File: src/rtl/fetch_unit.sv
// Instruction fetch unit: issues sequential fetches, buffers them in a small prefetch queue
// and presents them to decode. Optional same-cycle bypass is enabled with IFQ_BYPASS_EN.
module fetch_unit #(
    parameter int              XLEN     = 16,
    parameter int              ILEN     = 16,
    parameter int              DEPTH    = 4,
    parameter int              PC_STEP  = 2,
    parameter logic [XLEN-1:0] RESET_PC = '0
) (
    input  logic            clk,
    input  logic            rst,
    output logic            imem_req,
    output logic [XLEN-1:0] imem_addr,
    input  logic            imem_gnt,
    input  logic [ILEN-1:0] imem_data,
    input  logic            redirect_valid,
    input  logic [XLEN-1:0] redirect_pc,
    input  logic            halt,
    output logic            dec_valid,
    input  logic            dec_ready,
    output logic [ILEN-1:0] dec_instr,
    output logic [XLEN-1:0] dec_pc,
    output logic            halted,
    output logic [$clog2(DEPTH):0] occupancy
);

    localparam int PW = $clog2(DEPTH);
    localparam int CW = PW + 1;

    logic [XLEN-1:0] pc_q, pc_d;
    logic [PW-1:0]   wr_ptr_q, wr_ptr_d;
    logic [PW-1:0]   rd_ptr_q, rd_ptr_d;
    logic [CW-1:0]   occ_q, occ_d;
    logic            halted_q, halted_d;
    logic [ILEN-1:0] instr_mem_q [DEPTH];
    logic [ILEN-1:0] instr_mem_d [DEPTH];
    logic [XLEN-1:0] pc_mem_q [DEPTH];
    logic [XLEN-1:0] pc_mem_d [DEPTH];

    logic commit, bypass, enq, deq, q_empty;

    // Request and decode-valid are gated by rst so both read 0 while reset is held.
    always_comb begin
        q_empty   = (occ_q == '0);
        imem_req  = !rst && !halted_q && !halt && !redirect_valid && (occ_q < CW'(DEPTH));
        imem_addr = pc_q;
        commit    = imem_req && imem_gnt;
`ifdef IFQ_BYPASS_EN
        bypass    = commit && q_empty && dec_ready;
`else
        bypass    = 1'b0;
`endif
        dec_valid = !rst && !redirect_valid && (!q_empty || bypass);
        deq       = dec_valid && dec_ready && !q_empty;
        enq       = commit && !bypass;
        dec_instr = '0;
        dec_pc    = '0;
        if (dec_valid) begin
            if (bypass) begin
                dec_instr = imem_data;
                dec_pc    = pc_q;
            end else begin
                dec_instr = instr_mem_q[rd_ptr_q];
                dec_pc    = pc_mem_q[rd_ptr_q];
            end
        end
        halted    = halted_q;
        occupancy = occ_q;
    end

    always_comb begin
        pc_d        = pc_q;
        wr_ptr_d    = wr_ptr_q;
        rd_ptr_d    = rd_ptr_q;
        occ_d       = occ_q;
        instr_mem_d = instr_mem_q;
        pc_mem_d    = pc_mem_q;
        halted_d    = halted_q || halt;
        if (redirect_valid) begin
            pc_d     = redirect_pc;
            wr_ptr_d = '0;
            rd_ptr_d = '0;
            occ_d    = '0;
        end else begin
            if (commit) begin
                pc_d = pc_q + XLEN'(PC_STEP);
            end
            if (enq) begin
                instr_mem_d[wr_ptr_q] = imem_data;
                pc_mem_d[wr_ptr_q]    = pc_q;
                wr_ptr_d              = wr_ptr_q + PW'(1);
            end
            if (deq) begin
                rd_ptr_d = rd_ptr_q + PW'(1);
            end
            occ_d = occ_q + CW'(enq) - CW'(deq);
        end
    end

    always_ff @(posedge clk or posedge rst) begin
        if (rst) begin
            pc_q     <= RESET_PC;
            wr_ptr_q <= '0;
            rd_ptr_q <= '0;
            occ_q    <= '0;
            halted_q <= 1'b0;
        end else begin
            pc_q     <= pc_d;
            wr_ptr_q <= wr_ptr_d;
            rd_ptr_q <= rd_ptr_d;
            occ_q    <= occ_d;
            halted_q <= halted_d;
        end
    end

    // Storage needs no reset: entries are only visible while occupancy covers them.
    always_ff @(posedge clk) begin
        instr_mem_q <= instr_mem_d;
        pc_mem_q    <= pc_mem_d;
    end

endmodule

File: config.mk
export PLATFORM = sky130hd
export DESIGN_NAME = fetch_unit
export DESIGN_NICKNAME = d
export VERILOG_FILES = /design/src/rtl/fetch_unit.sv
export SDC_FILE = /design/constraint.sdc
export NUM_CORES = 1
export LEC_CHECK = 0
export BUFFER_PORTS_ARGS = -buffer_cell sky130_fd_sc_hd__buf_2
export CAP_MARGIN = 20
export CORE_ASPECT_RATIO = 0.75
export CORE_UTILIZATION = 61
export CTS_CLUSTER_SIZE = 12
export DETAILED_ROUTE_END_ITERATION = 7
export GPL_ROUTABILITY_DRIVEN = 0
export PLACE_DENSITY_LB_ADDON = 0.25
export SETUP_SLACK_MARGIN = 0.1
export SKIP_LAST_GASP = 1
export SYNTH_ARGS = -nofsm -noshare
export SYNTH_HDL_FRONTEND = slang
export SYNTH_SLANG_ARGS = --single-unit
File: constraint.sdc
create_clock -name clk -period 3.4 [get_ports clk]
set_input_delay 0.51 -clock clk [delete_from_list [all_inputs] [get_ports clk]]
set_output_delay 0.51 -clock clk [all_outputs]
set_load 0.01 [all_outputs]
==> reports/summary.json <==
{
  "leakage_nw": 2.98,
  "slew_headroom": 0.569,
  "die_w_um": 119,
  "min_period_over_period": 0.850,
  "synth_flop_cell": "edfxtp_1",
  "floorplan.initialDensity": 0.640,
  "maximum_number_of_pins_on_one_net_before_global_route_repair": 36,
  "detailed_place.area_mm2": 0.00694,
  "top_cell_type_by_total_area_after_synthesis": "edfxtp_1",
  "tritoncts": "built",
  "ys_top_cells_by_count": "128 x edfxtp_1, 40 x and3_1, 32 x mux4_2",
  "stdcell_area_mm2": 0.00755,
  "critPathKind": "flop to primary output",
  "unrepaired_setup_endpoints_after_global_routing": "no",
  "postSynthRegisterBits": 152,
  "synthesis.nets": 399,
  "insertedDiodeCount": 0,
  "worstPathRequired_ns": 2.89,
  "tritoncts_buffers": 17,
  "insertion_delay_ns": 0.42,
  "setup_skew_ns": 0.00756,
  "placeableCoreArea_mm2": 0.00981,
  "avgSynthCellArea_um2": 17.8,
  "net_switching_power_figure_mw": 0.820,
  "clock_tree.buffer_depth": 2,
  "power_density_mw_per_mm2": 541,
  "portBuffers": 91,
  "synth_area_mm2": 0.00628,
  "vias": 3791,
  "cp-start-kind": "flop",
  "critical_path_arrival_ns": 2.38,
  "synth.yosys.warnings": 0,
  "grt_pass1_vias": 3897,
  "floorplan.die.height_um": 89.9,
  "p_clk_frac": 0.457,
  "clk_root_buffer_cell": "clkbuf_16",
  "htree_levels": 4,
  "yosysUniqueCellTypes": 49,
  "cts_hold_buf": 0,
  "ir_drop_mv": 0.562,
  "ys_seq_area_frac": 0.708,
  "comb_power_share": 0.030,
  "post_cts.resized_instances": 0,
  "synth_top_cells_by_area": "edfxtp_1 61%, mux4_2 11%, dfrtp_1 9.6%",
  "status": "completed",
  "synth-edff-count": 128,
  "max_cap_check_violation_count": 0,
  "final_period_minus_worst_setup_slack_ns": 2.89,
  "core.rowCount": 31,
  "drt_pre_antenna_iters": 5,
  "async_flop_share": 0.158,
  "synth.most_common_cell": "edfxtp_1",
  "timing_worst_slew_pin_value_ns": 0.646,
  "final_antenna_net_count": 0,
  "synth_top_cell_area_share": 0.612,
  "p_int_mw": 3.27,
  "pwr-share-seq": 0.513,
  "antenna_found_initial": 0,
  "fp.dieArea_mm2": 0.0107,
  "maxSlewViolCount": 0,
  "drive_gt1_frac": 0.385,
  "hold_violations_final": 0,
  "max_freq_ghz": 0.346,
  "global_route.overflow_total": 0,
  "dr.first_iter.drc_count": 377,
  "n_fill_cell": 548,
  "post_cts.repair.setup_buffers": 0,
  "setup_total_negative_slack_ns": 0,
  "flow.area_growth_from_synthesis_pct": 20.2,
  "hpwlAfterDp_um": 7790,
  "critPathMaxFanout": 18,
  "swShare": 0.201,
  "placed_cells": 569,
  "layoutNonFillerInstCount": 602,
  "setup_viol": 0,
  "nets": 503,
  "drt-total-wl_um": 13400,
  "detail_route.vias_per_cell": 6.30,
  "drt_drc_violations_left": 0,
  "hold_class": "input port to asynchronous set/reset pin",
  "endpoint_kind": "primary output",
  "io_pins": 92,
  "clock_sinks": 152,
  "grt_first_pass_wirelength_um": 21200,
  "routedWlPerCell_um": 22.2,
  "postSynthCellCount": 353,
  "track_usage": 0.272,
  "clk_pin_slew_ns": 0.06
}
[flip-flops by register name, indices dropped and copies added, names as in the netlist]
name and cells:
instr_mem_q 64, occupancy 3, wr_ptr_q 2, rd_ptr_q 2, halted 1, imem_addr 16
pc_mem_q 64
[layout make-up]
| type | count | area (µm²) | area share |
|---|---|---|---|
| Sequential cell | 152 | 4450 | 0.589 |
| Multi-Input combinational cell | 170 | 1700 | 0.225 |
| Timing Repair Buffer | 104 | 611 | 0.0809 |
| Clock buffer | 22 | 454 | 0.0602 |
| Tap cell | 132 | 165 | 0.0219 |
| Clock inverter | 10 | 129 | 0.0171 |
| Inverter | 12 | 45.0 | 0.00597 |
[worst paths after layout]
check | startpoint | end | slack, ns | cells after the start
setup / recovery | rd_ptr_q[0] | dec_pc[5] | 0.51 | 4
hold / removal | rst | halted | 0.03 | 2
setup reg to reg | halted | occupancy[2] | 0.81 | 10
hold reg to reg | halted | halted | 0.59 | 1
max in group asynchronous | rst | rd_ptr_q[0] | 3.01 | 3
min in group clk | redirect_pc[13] | imem_addr[13] | 0.30 | 3
[power by group through the flow]
stage                     clock, mW  combinational [mW]  sequential [mW]
final                          1.87               0.124             2.10
after global routing           1.95               0.136             2.10
after CTS                      1.88               0.120             2.10
after detailed placement          0               0.117             2.13
after global placement            0               0.114             2.13
after floorplan                   0              0.0475             2.12
[per-stage QoR]
stage / hold slack [ns] / power, mW / utilization / setup WS (ns)
2_1_floorplan: 0.512 / 2.17 / - / 0.999
3_3_place_gp: 0.551 / 2.24 / 0.707 / 0.638
3_5_place_dp: 0.577 / 2.25 / 0.707 / 0.557
4_1_cts: 0.293 / 4.09 / 0.766 / 0.462
5_1_grt: 0.0308 / 4.19 / 0.769 / 0.402
6_report: 0.0303 / 4.09 / 0.769 / 0.510
[per-layer routing]
metal / part of all wire / global-route usage
met5: 0 / 0
met2: 0.50 / 0.422
met1: 0.40 / 0.379
met3: 0.079 / 0.0596
met4: 0.024 / 0.112
[worst max-delay path: stages, from the launching register on]
cell	delay, ns
dfrtp_2	0.78
buf_12	0.28
mux4_2	0.52
and3_1	0.23
buf_2	0.14
[cells by family (layout without fill, tap and decap cells)]
| family | count (synthesis) | count (layout) | share of synthesized area |
|---|---|---|---|
| muxes | 35 | 35 | 0.120 |
| AOI/OAI and AO/OA | 30 | 30 | 0.0375 |
| buffers and inverters | 31 | 148 | 0.0227 |
| xor gates and xnor gates | 4 | 4 | 0.00558 |
| and+or+nand+nor | 93 | 93 | 0.0893 |
| DFF | 152 | 152 | 0.708 |
| adders and majority gates | 8 | 8 | 0.0171 |
[layout by cell type, fill, tap and decap left out, drive strengths merged, types with 7 or more instances in the layout]
cell type and n:
and3 41, buf 104, clkbuf 22, clkinv 7, dfrtp 24, edfxtp 128, ha 7, inv 12
mux4 32, nand2 15, nand3 8, nor2 8
No activity file was read; power rests on OpenSTA's default activity.
